### config.mk
export PLATFORM = sky130hd
export DESIGN_NAME = alu_result_bcd_flat
export DESIGN_NICKNAME = d
export VERILOG_FILES = /design/src/rtl/alu_result_bcd_if.sv /design/src/rtl/alu_result_bcd.sv /design/src/flat_wrapper.sv
export SDC_FILE = /design/constraint.sdc
export NUM_CORES = 1
export LEC_CHECK = 0
export BUFFER_PORTS_ARGS = -buffer_cell sky130_fd_sc_hd__clkbuf_2
export CAP_MARGIN = 20
export CORE_MARGIN = 4
export CORE_UTILIZATION = 65
export CTS_BUF_LIST = sky130_fd_sc_hd__clkbuf_4 sky130_fd_sc_hd__clkbuf_8
export DETAILED_ROUTE_END_ITERATION = 8
export PLACE_DENSITY = 0.94
export SETUP_SLACK_MARGIN = 0.15
export SYNTH_ARGS = -nofsm -noshare
export SYNTH_HDL_FRONTEND = slang
export SYNTH_SLANG_ARGS = --single-unit
### constraint.sdc
create_clock -name clk -period 3.3 [get_ports clk]
set_input_delay 0 -clock clk [delete_from_list [all_inputs] [get_ports clk]]
set_output_delay 0 -clock clk [all_outputs]
set_load 0.02 [all_outputs]
### src/rtl/alu_result_bcd_if.sv
`default_nettype none
// ============================================================================
// Module      : alu_result_bcd_if
// Description : Request/result bundle for the ALU-result BCD converter.
//               master - requester (drives start/value/is_signed)
//               slave  - converter (drives busy/done/bcd/negative)
// Ports       : start, value[WIDTH-1:0], is_signed  (requester -> converter)
//               busy, done, bcd[4*DIGITS-1:0], negative (converter -> requester)
// Revision    : 1.0 - initial release
// ============================================================================
interface alu_result_bcd_if #(
  parameter int WIDTH  = 20,
  parameter int DIGITS = 7
);
  logic                  start;
  logic [WIDTH-1:0]      value;
  logic                  is_signed;
  logic                  busy;
  logic                  done;
  logic [4*DIGITS-1:0]   bcd;
  logic                  negative;

  modport master (
    output start, value, is_signed,
    input  busy, done, bcd, negative
  );

  modport slave (
    input  start, value, is_signed,
    output busy, done, bcd, negative
  );
endinterface
`default_nettype wire

### src/rtl/alu_result_bcd.sv
`default_nettype none
// ============================================================================
// Module      : alu_result_bcd
// Description : Sequential binary-to-BCD converter (double-dabble, one bit
//               per clock) for the mini-ALU result bus. Optionally treats the
//               input as two's complement and emits magnitude plus sign.
// Ports       : clk  - rising-edge clock
//               rst  - asynchronous active-high reset
//               bus  - alu_result_bcd_if.slave (start/value/is_signed in,
//                      busy/done/bcd/negative out)
// Revision    : 1.0 - initial release
// ============================================================================
module alu_result_bcd #(
  parameter int WIDTH  = 20,
  parameter int DIGITS = 7
) (
  input  logic                 clk,
  input  logic                 rst,
  alu_result_bcd_if.slave      bus
);

  localparam int CNT_W = $clog2(WIDTH + 1);
  localparam int ACC_W = 4 * DIGITS;

  localparam logic [0:0] S_IDLE    = 1'b0;
  localparam logic [0:0] S_CONVERT = 1'b1;

  logic [0:0]        state_q, state_d;
  logic [WIDTH-1:0]  shift_q, shift_d;
  logic [ACC_W-1:0]  acc_q,   acc_d;
  logic [CNT_W-1:0]  cnt_q,   cnt_d;
  logic              sign_q,  sign_d;
  logic [ACC_W-1:0]  bcd_q,   bcd_d;
  logic              neg_q,   neg_d;
  logic              done_q,  done_d;

  logic [WIDTH-1:0]        magnitude;
  logic [ACC_W-1:0]        acc_adj;
  logic [ACC_W+WIDTH-1:0]  shifted;

  // Two's-complement negate; the most negative value maps onto itself,
  // which read as unsigned is exactly its magnitude.
  assign magnitude = (bus.is_signed && bus.value[WIDTH-1])
                   ? (~bus.value + WIDTH'(1))
                   : bus.value;

  // Add-3 correction on every digit >= 5 so the following shift carries
  // correctly into the next decimal digit.
  generate
    for (genvar i = 0; i < DIGITS; i++) begin : g_dabble
      assign acc_adj[4*i +: 4] = (acc_q[4*i +: 4] >= 4'd5)
                               ? (acc_q[4*i +: 4] + 4'd3)
                               : acc_q[4*i +: 4];
    end
  endgenerate

  // One double-dabble step: shift {accumulator, magnitude} left by one.
  assign shifted = {acc_adj, shift_q} << 1;

  always_comb begin
    state_d = state_q;
    shift_d = shift_q;
    acc_d   = acc_q;
    cnt_d   = cnt_q;
    sign_d  = sign_q;
    bcd_d   = bcd_q;
    neg_d   = neg_q;
    done_d  = 1'b0;

    case (state_q)
      S_IDLE: begin
        if (bus.start) begin
          shift_d = magnitude;
          sign_d  = bus.is_signed & bus.value[WIDTH-1];
          acc_d   = '0;
          cnt_d   = CNT_W'(WIDTH);
          state_d = S_CONVERT;
        end
      end
      S_CONVERT: begin
        acc_d   = shifted[ACC_W+WIDTH-1:WIDTH];
        shift_d = shifted[WIDTH-1:0];
        cnt_d   = cnt_q - CNT_W'(1);
        // Last shift: publish result directly from the shifted value so
        // bcd is valid on the same edge that ends the conversion.
        if (cnt_q == CNT_W'(1)) begin
          bcd_d   = shifted[ACC_W+WIDTH-1:WIDTH];
          neg_d   = sign_q;
          done_d  = 1'b1;
          state_d = S_IDLE;
        end
      end
      default: state_d = S_IDLE;
    endcase
  end

  always_ff @(posedge clk or posedge rst) begin
    if (rst) begin
      state_q <= S_IDLE;
      shift_q <= '0;
      acc_q   <= '0;
      cnt_q   <= '0;
      sign_q  <= 1'b0;
      bcd_q   <= '0;
      neg_q   <= 1'b0;
      done_q  <= 1'b0;
    end else begin
      state_q <= state_d;
      shift_q <= shift_d;
      acc_q   <= acc_d;
      cnt_q   <= cnt_d;
      sign_q  <= sign_d;
      bcd_q   <= bcd_d;
      neg_q   <= neg_d;
      done_q  <= done_d;
    end
  end

  assign bus.busy     = (state_q == S_CONVERT);
  assign bus.done     = done_q;
  assign bus.bcd      = bcd_q;
  assign bus.negative = neg_q;

endmodule
`default_nettype wire
### src/flat_wrapper.sv
// flat-port wrapper written by rule: the top's interface ports become plain ports
module alu_result_bcd_flat 
#(
  parameter int WIDTH  = 20,
  parameter int DIGITS = 7
)
  (clk, rst, bus_start, bus_value, bus_is_signed, bus_busy, bus_done, bus_bcd, bus_negative);
  alu_result_bcd_if #(.WIDTH(WIDTH), .DIGITS(DIGITS)) bus_i ();
  input  logic clk;
  input  logic rst;
  input wire logic [$bits(bus_i.start)-1:0] bus_start;
  input wire logic [$bits(bus_i.value)-1:0] bus_value;
  input wire logic [$bits(bus_i.is_signed)-1:0] bus_is_signed;
  output wire logic [$bits(bus_i.busy)-1:0] bus_busy;
  output wire logic [$bits(bus_i.done)-1:0] bus_done;
  output wire logic [$bits(bus_i.bcd)-1:0] bus_bcd;
  output wire logic [$bits(bus_i.negative)-1:0] bus_negative;
  assign bus_i.start = bus_start;
  assign bus_i.value = bus_value;
  assign bus_i.is_signed = bus_is_signed;
  assign bus_busy = bus_i.busy;
  assign bus_done = bus_i.done;
  assign bus_bcd = bus_i.bcd;
  assign bus_negative = bus_i.negative;
  alu_result_bcd #(.WIDTH(WIDTH), .DIGITS(DIGITS)) u_core (.clk(clk), .rst(rst), .bus(bus_i));
endmodule
# Word level (Yosys, flattened, before mapping)
# Cells that the tools add are included.
totals:
  register_bits: 85
  elab_cells: 51
op_classes:
  n_addsub: 9
  n_lt_le_gt_ge: 7
  eq_ne: 2
  muxes: 19
  n_bitwise: 3
  n_reduce_logical: 3
op_table:
  columns: ["op", "count"]
  rows:
  - ["28-bit one-hot mux with 2 select lines", 1]
  - ["20-bit two-way mux", 2]
  - ["20-bit one-hot mux with 2 select lines", 1]
  - ["4-bit by 3-bit >= comparator with 1-bit output (second input constant)", 7]
  - ["28-bit two-way mux", 1]
  - ["4-bit by 2-bit adder with 4-bit output (second input constant)", 6]
  - ["4-bit two-way mux", 6]
  - ["20-bit by 1-bit adder with 20-bit output (second input constant)", 1]
  - ["20-bit inverter", 1]
  - ["5-bit one-hot mux with 2 select lines", 1]
  - ["5-bit by 1-bit == test with 1-bit output (second input constant)", 1]
  - ["5-bit two-way mux", 1]
  - ["5-bit by 1-bit subtractor with 5-bit output (second input constant)", 1]
  - ["1-bit two-way mux", 4]
  - ["2-bit AND reduction", 2]
  - ["3-bit by 2-bit adder with 3-bit output (second input constant)", 1]
  - ["3-bit two-way mux", 1]
  - ["2-bit != test (second input constant)", 1]
  - ["1-bit one-hot mux with 2 select lines", 1]
  - ["1-bit bitwise AND", 1]
  - ["1-bit logical AND", 1]
  - ["1-bit inverter", 1]

# Depth between registers and ports, before layout
# Gate-level depths: netlist of the first run.
depth:
  word_depth: 5
  depth_mapped: 7

# Least setup slack after synthesis of the first run
# Ideal clock, no wire load.
synth_path:
  kind: "register -> register"
  start: "register u_core.state_q, in the netlist u_core.bus.busy"
  end: "register u_core.shift_q[12]"
  arrival_time_ps: 1437
  required_ps: 3157
  path_slack_ps: 1720
  path_stages_with_launch: 5
  n_path_buf: 3
  synth_period_minus_slack_ps: 1580
  path_cell_list: "dfrtp_1 -> clkbuf_1 -> clkbuf_1 -> buf_1 -> o221ai_1"
synth_between:
  elab_chain_cells: 2
  elab_cells_between_ends: 3
  classes_between: "eq/ne (1); mux (1); bitwise (1)"
synth_rtl:
  columns: ["element", "line", "source"]
  rows:
  - ["start: declaration", "alu_result_bcd.sv:28", "logic [0:0] state_q, state_d;"]
  - ["start signal: assignment", "alu_result_bcd.sv:108", "state_q <= state_d;"]
  - ["1-bit inverter", null, null]
  - ["20-bit one-hot mux with 2 select lines or 2-bit != test (tied branches)", null, null]
  - ["end signal: assignment", "alu_result_bcd.sv:109", "shift_q <= shift_d;"]
  - ["end: declaration", "alu_result_bcd.sv:29", "logic [WIDTH-1:0] shift_q, shift_d;"]
# Several ways; a longest one is shown, not always the timed one.
# A chain may end at the register's enable or synchronous reset.

# Worst setup path in the final report of the first run
layout_path:
  start: "register u_core.state_q, in the netlist u_core.bus.busy"
  end: "register u_core.shift_q[19]"
# The elaborated chain is that of the path after synthesis.

==> results.cfg, run 1 <==
[outcome]
status = complete, no violations

[pwr]
comb_power_share = 0.455
ir_drop_mv = 0.303
p_sw_frac = 0.416
p_leak_nw = 2.50
switchingPower_mw = 1.88
power.clock.fraction = 0.146
power_frac_seq = 0.398
p_int_mw = 2.64
power.density_mw_per_mm2 = 874

[yosys]
synth-seq-area-share = 0.465
async_flop_share = 1.00
ys_ff_latch = 85
synth_fp_nets = 540
syn_inst = 499
synth_cell_type_count = 40
avgSynthCellArea_um2 = 9.16
synth-edff-count = 0
synth_ff_type = dfrtp_1
yosysWarningCount = 0
netlist_area_mm2 = 0.00457

[floorplanning]
io_pins = 55
fp.dieH_um = 91.9
num_rows = 30
initial_core_util = 0.673
core_mm2 = 0.00679
dieArea_mm2 = 0.00844
fp.dieW_um = 91.9

[clock_network]
cts_resized = 0
root_buffer = clkbuf_8
clk_pin_slew_ns = 0.08
cts_buffer_depth = 2
clk_latency_ns = 0.36
cts_buffers = 9
cts_sinks = 85
h-tree-depth = 3
cts_tree = built

[setup_path]
rr_worst_depth = 6
required_ns = 3.54
rr_startpoint = u_core.bus.busy$_DFF_PP0_
critPathKind = flip-flop to flip-flop
worst_setup_path_end_kind = flip-flop
critPathMaxFanout = 43
worstPathArrival_ns = 2.77
crit_end = u_core.shift_q[19]$_DFFE_PP0P_
cp-start-kind = flip-flop
timing.rr.end = u_core.shift_q[19]$_DFFE_PP0P_
reg2reg_slack_ns = 0.77
startpoint = u_core.bus.busy$_DFF_PP0_

[place]
gp_congestion = 0.792
hpwl_um = 6630
dp_cells = 628
dp_slack_ns = 1.23
io_buffers = 54

[route]
dr.pass1.iters = 5
ant_nets = 0
dr_total_vias = 3728
vias_per_cell = 5.71
wl_per_cell_um = 15.0
drc = 0
drt-total-wl_um = 9770
drt-initial-drc-count = 245

[sta]
setup_viol = 0
drv_slew = 0
fin_skew_ns = 0.0106
fin_crit_sh = 0.767
setup_slack_ns = 0.770
whs_ns = 0.0126
setup_tns_ns = 0
rsz0062_at_grt = no
hold_viol = 0
fin_crit_ns = 2.53
worst_pin_slew_ns = 0.927
max_freq_ghz = 0.395
relSlewSlack = 0.380

[flow_run]
max_cap_violations = 0

[layout]
stdcell_count = 653
final_cell_mix = nand2_1 (88), dfrtp_1 (84), clkbuf_2 (54)
layout-drive-gt1-share = 0.151
antenna_cells = 0
nets = 595
final_common_cell = nand2_1
syn_to_final_growth_pct = 13.2

[global_route]
grt_pass1_wl_um = 16800
grt_max_degree = 49
grt_overflow = 0
antenna_found_initial = 0
first_global_vias = 3777
grt_usage = 0.248

[hold_path]
holdPathStages = 3
hp-class = primary input to flip-flop
## worst max-delay path, cell delays in order, from the launching register on
cell and delay (ns):
dfrtp_2 0.81, buf_4 0.37, nand2b_1 0.41, nor3b_1 0.09
nand3_1 0.11, dlygate4sd3_1 0.56, nand2_1 0.05
## sequential cells by signal (all words and copies together) (netlist names)
| signal | cells |
|---|---|
| u_core.acc_q | 28 |
| u_core.bus.done | 1 |
| u_core.bus.bcd | 28 |
| u_core.shift_q | 20 |
| u_core.bus.negative | 1 |
| u_core.cnt_q | 5 |
| u_core.sign_q | 1 |
| u_core.bus.busy | 1 |
## layer usage
metal,wire length [um],GRT usage
met5,0,0
met3,428,0.0476
met4,196,0.103
met2,4970,0.434
met1,4180,0.299
## worst min-delay path by stage
stage	start	to	slack [ns]
after CTS	bus_value[7]	u_core.shift_q[7]$_DFFE_PP0P_	0.005
after detailed placement	rst	u_core.shift_q[3]$_DFFE_PP0P_	0.09
after floorplan	bus_value[0]	u_core.shift_q[0]$_DFFE_PP0P_	0.16
final	bus_value[7]	u_core.shift_q[7]$_DFFE_PP0P_	0.01
after global placement	rst	u_core.bus.bcd[0]$_DFFE_PP0P_	0.07
after global routing	bus_value[7]	u_core.shift_q[7]$_DFFE_PP0P_	0.04
## synthesized netlist by cell type, types with 4 or more instances
library cell / number / area share
xnor2_1: 16 / 0.031
inv_1: 21 / 0.017
nand2b_1: 26 / 0.036
a21oi_1: 41 / 0.045
nor3_1: 4 / 0.0044
nor3b_1: 17 / 0.028
xor2_1: 5 / 0.0096
nor2_1: 21 / 0.017
o31ai_1: 17 / 0.028
a22o_1: 7 / 0.013
nand2_1: 88 / 0.072
mux2i_1: 15 / 0.033
and2_1: 8 / 0.011
clkbuf_1: 21 / 0.017
buf_1: 4 / 0.0033
a21o_1: 7 / 0.011
ha_1: 17 / 0.047
o21ai_0: 47 / 0.051
dfrtp_1: 85 / 0.47
a31oi_1: 4 / 0.0055
## layout make-up
| class | instances | area (um^2) |
|---|---|---|
| timing repair buffer | 70 | 418 |
| multi-input combinational | 366 | 2260 |
| inverter | 22 | 83.8 |
| clock inverter | 2 | 10.0 |
| tap | 96 | 120 |
| sequential | 85 | 2130 |
| clock buffer | 12 | 159 |
| fill | 475 | 1620 |
## cell families after synthesis
group / share of synthesized area
multiplexers: 0.0378
buffers and inverters: 0.0411
XOR/XNOR: 0.0402
AO/OA/AOI/OAI: 0.169
AND/OR/NAND/NOR: 0.200
flip-flops: 0.465
adder cells (fa/ha/maj): 0.0465
## power by group through the flow
| stage | clock network [mW] | registers, mW | logic, mW |
|---|---|---|---|
| detailed placement | 0 | 1.81 | 2.02 |
| CTS | 0.668 | 1.79 | 2.05 |
| global route | 0.723 | 1.85 | 2.30 |
| floorplan | 0 | 1.87 | 1.40 |
| finish | 0.662 | 1.80 | 2.06 |
| global placement | 0 | 1.77 | 1.88 |
## per-stage QoR
step                      area (um^2)  power, mW   util
after floorplan                  4570       3.27      -
after global placement           4900       3.65  0.721
after detailed placement         4900       3.83  0.721
after CTS                        5170       4.51  0.762
after global routing             5170       4.87  0.762
final                            5170       4.52  0.762
## timing repair
item                      in CTS  in global routing
hold buffers                  11                  0
hold endpoints to repair      46                  0
setup buffers                  0                  0
(Power assumes the default switching activity.)
==> run 2: changes to the inputs <==
--- a/config.mk
+++ b/config.mk
@@ -8,10 +8,10 @@
 export BUFFER_PORTS_ARGS = -buffer_cell sky130_fd_sc_hd__clkbuf_2
 export CAP_MARGIN = 20
 export CORE_MARGIN = 4
-export CORE_UTILIZATION = 65
+export CORE_UTILIZATION = 55
 export CTS_BUF_LIST = sky130_fd_sc_hd__clkbuf_4 sky130_fd_sc_hd__clkbuf_8
 export DETAILED_ROUTE_END_ITERATION = 8
-export PLACE_DENSITY = 0.94
+export PLACE_DENSITY = 0.85
 export SETUP_SLACK_MARGIN = 0.15
 export SYNTH_ARGS = -nofsm -noshare
 export SYNTH_HDL_FRONTEND = slang
==> constraint.sdc (replaced) <==
create_clock -name clk -period 2.2 [get_ports clk]
set_input_delay 0 -clock clk [delete_from_list [all_inputs] [get_ports clk]]
set_output_delay 0 -clock clk [all_outputs]
set_load 0.02 [all_outputs]
==> run 2 against run 1 <==
Worst hold slack gained 0.00096 ns. Clock skew decreased by 0.0024 ns. Count of clock-buffer cells in the layout did not move. Final cell count is 1.1% higher. Non-clock buffer count grew 1. Largest cell class unchanged. Critical path type is now primary input to flip-flop.
==> results.cfg, run 2 (synthesized netlist as in run 1, its figures left out) <==
[outcome]
status = complete, no violations

[sta]
drv_slew = 0
setup_viol = 0
fin_crit_sh = 0.882
whs_ns = 0.0136
setup_tns_ns = 0
hold_viol = 0
rsz0062_at_grt = no
relSlewSlack = 0.627
worst_pin_slew_ns = 0.558
fin_skew_ns = 0.00825
fin_crit_ns = 1.94
setup_slack_ns = 0.259
max_freq_ghz = 0.515

[clock_network]
cts_buffer_depth = 2
clk_latency_ns = 0.34
post_cts_buffers = 0
h-tree-depth = 3
clk_pin_slew_ns = 0.08
cts_tree = built
root_buffer = clkbuf_8
cts_sinks = 85
cts_buffers = 9

[pwr]
p_leak_nw = 2.51
power.density_mw_per_mm2 = 1290
comb_power_share = 0.445
power.total_mw = 6.75
p_int_mw = 4.06
switchingPower_mw = 2.68
power_frac_seq = 0.395
p_sw_frac = 0.398
power.clock.fraction = 0.160
ir_drop_mv = 0.458

[route]
drt-total-wl_um = 9240
dr_total_vias = 3689
ant_nets = 0
dr.pass1.iters = 4
drt-initial-drc-count = 172
vias_per_cell = 5.59
wl_per_cell_um = 14.0
drc = 0

[layout]
antenna_cells = 0
stdcell_area_mm2 = 0.00522
final_cell_mix = nand2_1 (88), dfrtp_1 (84), clkbuf_2 (54)
syn_to_final_growth_pct = 14.1
layout-drive-gt1-share = 0.158
final_common_cell = nand2_1
nets = 596

[hold_path]
worstHoldEndpoint = u_core.shift_q[11]$_DFFE_PP0P_
min_from = bus_value[11]
holdPathStages = 3
hp-class = primary input to flip-flop

[global_route]
grt_overflow = 0
antenna_found_initial = 0
grt_usage = 0.200
first_global_vias = 3627
grt_pass1_wl_um = 16300
grt_max_degree = 55

[setup_path]
worstPathArrival_ns = 2.18
timing.rr.end = u_core.shift_q[7]$_DFFE_PP0P_
rr_startpoint = u_core.bus.busy$_DFF_PP0_
required_ns = 2.43
rr_worst_depth = 4
worst_setup_path_end_kind = flip-flop
cp-start-kind = primary input
critPathKind = primary input to flip-flop
critPathMaxFanout = 5
reg2reg_slack_ns = 0.57

[place]
io_buffers = 54
hpwl_um = 6520
placedInstanceArea_mm2 = 0.00495
gp_congestion = 0.832
dp_slack_ns = 0.334

[floorplanning]
fp.dieH_um = 99.2
fp.dieW_um = 99.2
num_rows = 32
core_mm2 = 0.00789
initial_core_util = 0.579
io_pins = 55
dieArea_mm2 = 0.00983

[flow_run]
max_cap_violations = 0
[run 2: cell count changes in the layout (fill, tap and decap cells not counted)]
| cell | previous run | this run |
|---|---|---|
| clkbuf_4 | 1 | 2 |
| bufinv_16 | 0 | 1 |
| buf_12 | 0 | 1 |
| clkinvlp_4 | 0 | 1 |
| buf_4 | 5 | 8 |
| clkinv_2 | 3 | 1 |
| dlygate4sd3_1 | 11 | 8 |
| clkbuf_8 | 11 | 10 |
[run 2: stage by stage]
stage / util / cells
2_1_floorplan: - / 499
3_5_place_dp: 0.627 / 638
3_3_place_gp: 0.627 / 638
4_1_cts: 0.661 / 660
6_report: 0.661 / 660
5_1_grt: 0.661 / 660
[run 2: worst max-delay path by stage]
stage / startpoint / end / slack [ns] / cells past startpoint
after global placement: bus_value[0] / u_core.shift_q[12]$_DFFE_PP0P_ / 0.42 / 8
after global routing: bus_value[0] / u_core.shift_q[12]$_DFFE_PP0P_ / 0.18 / 9
after CTS: bus_value[0] / u_core.shift_q[12]$_DFFE_PP0P_ / 0.16 / 9
after detailed placement: bus_value[1] / u_core.shift_q[12]$_DFFE_PP0P_ / 0.33 / 8
final: bus_value[0] / u_core.shift_q[15]$_DFFE_PP0P_ / 0.26 / 7
after floorplan: u_core.bus.busy$_DFF_PP0_ / u_core.shift_q[12]$_DFFE_PP0P_ / 0.62 / 4
[run 2: repair_timing]
| item | CTS | global route |
|---|---|---|
| hold endpoints to repair | 56 | 0 |
| hold buffers | 8 | 0 |
| resized for setup | 0 | 0 |
| setup endpoints to repair | 0 | 4 |
[run 2: layout make-up]
| cell class | instances | area, um^2 |
|---|---|---|
| fillers | 637 | 2670 |
| multi-input cells | 366 | 2260 |
| flip-flops and latches | 85 | 2130 |
| repair buffers | 71 | 430 |
| clock buffers | 12 | 153 |
| well taps | 102 | 128 |
| inverters | 22 | 86.3 |
| clock inverters | 2 | 35.0 |
[run 2: worst max-delay path, cell delays in order]
cell and delay [ns]:
dlygate4sd3_1 0.54, clkbuf_2 0.13, or4_4 0.58, nor4_4 0.42, a21oi_2 0.10, mux2i_1 0.15
a211o_1 0.26
[run 2: routing by layer]
metal / track usage / part of all wire
met1: 0.257 / 0.45
met2: 0.348 / 0.50
met3: 0.0400 / 0.046
met4: 0.0504 / 0.0096
met5: 0 / 0
[run 2: power groups by stage]
stage                     clock network (mW)  logic, mW  registers (mW)
final                                   1.08       3.01            2.66
after global routing                    1.19       3.43            2.75
after CTS                               1.11       3.04            2.66
after detailed placement                   0       3.01            2.68
after global placement                     0       2.85            2.64
after floorplan                            0       2.10            2.80
==> run 3: changes to the inputs <==
--- a/config.mk
+++ b/config.mk
@@ -7,10 +7,13 @@
 export LEC_CHECK = 0
 export BUFFER_PORTS_ARGS = -buffer_cell sky130_fd_sc_hd__clkbuf_2
 export CAP_MARGIN = 20
+export CELL_PAD_IN_SITES_DETAIL_PLACEMENT = 1
+export CELL_PAD_IN_SITES_GLOBAL_PLACEMENT = 1
 export CORE_MARGIN = 4
-export CORE_UTILIZATION = 55
+export CORE_UTILIZATION = 42
 export CTS_BUF_LIST = sky130_fd_sc_hd__clkbuf_4 sky130_fd_sc_hd__clkbuf_8
 export DETAILED_ROUTE_END_ITERATION = 8
+export GPL_TIMING_DRIVEN = 0
 export PLACE_DENSITY = 0.85
 export SETUP_SLACK_MARGIN = 0.15
 export SYNTH_ARGS = -nofsm -noshare
==> run 3 against run 2 <==
Die area increased by 28%. Fmax grew 2.2%. Setup slack improved by 0.041 ns. Design area rose by 4.1%. First-iteration DRC count shrank 24%. Highest routed layer unchanged.
==> results.cfg, run 3 (synthesized netlist as in run 1, its figures left out) <==
[route]
vias_per_cell = 5.42
wl_per_cell_um = 17.2
drc = 0
drt-initial-drc-count = 130
drt-total-wl_um = 12400
ant_nets = 0
dr_total_vias = 3898
dr.pass1.iters = 4

[pwr]
power.total_mw = 7.28
ir_drop_mv = 0.500
power.density_mw_per_mm2 = 1340
p_leak_nw = 2.58

[setup_path]
worstPathArrival_ns = 2.15
timing.rr.end = u_core.bus.bcd[0]$_DFFE_PP0P_
rr_startpoint = u_core.cnt_q[0]$_DFFE_PP0P_
required_ns = 2.45
crit_chain = dlygate4sd3_1, clkbuf_2, or4_4, nor4_4, a21oi_2, mux2i_1, a211o_1
rr_worst_depth = 6
slowest_delay_ns = 0.59
path_buf_inv = 2
cp-start-kind = primary input
startpoint = bus_value[6]
reg2reg_slack_ns = 0.35
critPathMaxFanout = 5
critPathKind = primary input to flip-flop
critPathSlowestCell = or4_4
worst_setup_path_end_kind = flip-flop
critical_path.top_delay_family = simple AND/OR/NAND/NOR gates

[global_route]
first_global_vias = 4230
antenna_found_initial = 0
grt_pass1_wl_um = 21200
grt_usage = 0.206
grt_overflow = 0
grt_max_degree = 32

[layout]
syn_to_final_growth_pct = 18.8
final_cell_mix = nand2_1 (88), dfrtp_1 (85), clkbuf_2 (58)
fill_cells = 1245
stdcell_count = 719
final_common_cell = nand2_1
stdcell_area_mm2 = 0.00543
nets = 619
antenna_cells = 0
layout-drive-gt1-share = 0.154
utilization = 0.519

[sta]
max_freq_ghz = 0.526
relSlewSlack = 0.554
rsz0062_at_grt = no
fin_crit_sh = 0.864
setup_viol = 0
fin_skew_ns = 0.0143
hold_viol = 0
drv_slew = 0
fin_crit_ns = 1.90
setup_tns_ns = 0
worst_pin_slew_ns = 0.668

[place]
hpwl_um = 9090
dp_cells = 691
gp_congestion = 0.832
placedInstanceArea_mm2 = 0.00505
io_buffers = 54

[floorplanning]
io_pins = 55
initial_core_util = 0.437
num_rows = 37
fp.dieH_um = 112
dieArea_mm2 = 0.0126
fp.dieW_um = 112
core_mm2 = 0.0105

[clock_network]
cts_tree = built
post_cts_buffers = 0
cts_buffer_depth = 2
cts_sinks = 85
clk_pin_slew_ns = 0.08
root_buffer = clkbuf_8
clk_latency_ns = 0.37
h-tree-depth = 3
cts_buffers = 9

[hold_path]
min_from = bus_value[19]
hp-class = primary input to flip-flop
worstHoldEndpoint = u_core.shift_q[19]$_DFFE_PP0P_
holdPathStages = 4

[flow_run]
max_cap_violations = 0

[outcome]
status = complete, no violations
run 3: changes by cell type in the layout (fill, tap and decap cells not counted), moves of 2 or more:
cell	previous run	this run
buf_2	0	3
dlygate4sd3_1	8	12
bufinv_16	1	3
clkbuf_2	54	58
clkbuf_1	0	17
buf_4	8	0
run 3: worst register-to-register path, delay by kind of cell (launching register included):
family,cells,cell delay [ns]
buffers and inverters,2,0.67
adder cells (fa/ha/maj),1,0.22
AND/OR/NAND/NOR,3,0.44
flip-flops,1,0.42
run 3: area by class of cell:
| class | count | area, um^2 | share of cell area |
|---|---|---|---|
| buffer | 26 | 114 | 0.0210 |
| clock buffer | 12 | 153 | 0.0281 |
| clock inverter | 4 | 95.1 | 0.0175 |
| inverter | 22 | 86.3 | 0.0159 |
| multi-input combinational | 366 | 2260 | 0.415 |
| sequential | 85 | 2130 | 0.392 |
| tap | 136 | 170 | 0.0313 |
| timing repair buffer | 68 | 430 | 0.0792 |
run 3: what timing repair did:
action | 4_1_cts | 5_1_grt
endpoints found under the setup margin | 33 | 22
endpoints found under the hold margin | 35 | 0
resized for setup | 6 | 2
hold buffers | 12 | 0
pin swaps | 0 | 0
run 3: per-layer routing:
layer,global-route usage,wire length (um),up-vias
li1,-,-,1863
met1,0.258,5470,1944
met2,0.362,6280,69
met3,0.0286,363,22
met4,0.0785,278,0
met5,0,0,-
run 3: power by group:
part / leakage, nW / switching, mW / total [mW] / internal (mW)
Combinational: 1.36 / 1.91 / 3.23 / 1.33
Clock: 0.127 / 0.575 / 1.39 / 0.810
Sequential: 1.09 / 0.465 / 2.66 / 2.19
run 3: worst max-delay path by stage:
stage          slack, ns                        endpoint  cells after the start
2_1_floorplan       0.62  u_core.shift_q[12]$_DFFE_PP0P_                      4
3_3_place_gp        0.11    u_core.acc_q[13]$_DFFE_PP0P_                      5
3_5_place_dp      -0.008    u_core.acc_q[21]$_DFFE_PP0P_                      5
4_1_cts             0.25     u_core.acc_q[6]$_DFFE_PP0P_                      5
5_1_grt             0.16   u_core.bus.bcd[0]$_DFFE_PP0P_                      6
6_report            0.30  u_core.shift_q[15]$_DFFE_PP0P_                      7
run 3: per-stage QoR:
step,setup WS (ns),hold slack (ns)
after global routing,0.164,0.0637
after detailed placement,-0.00769,0.109
after floorplan,0.620,0.156
after global placement,0.111,0.317
final,0.300,0.0555
after CTS,0.246,0.0304
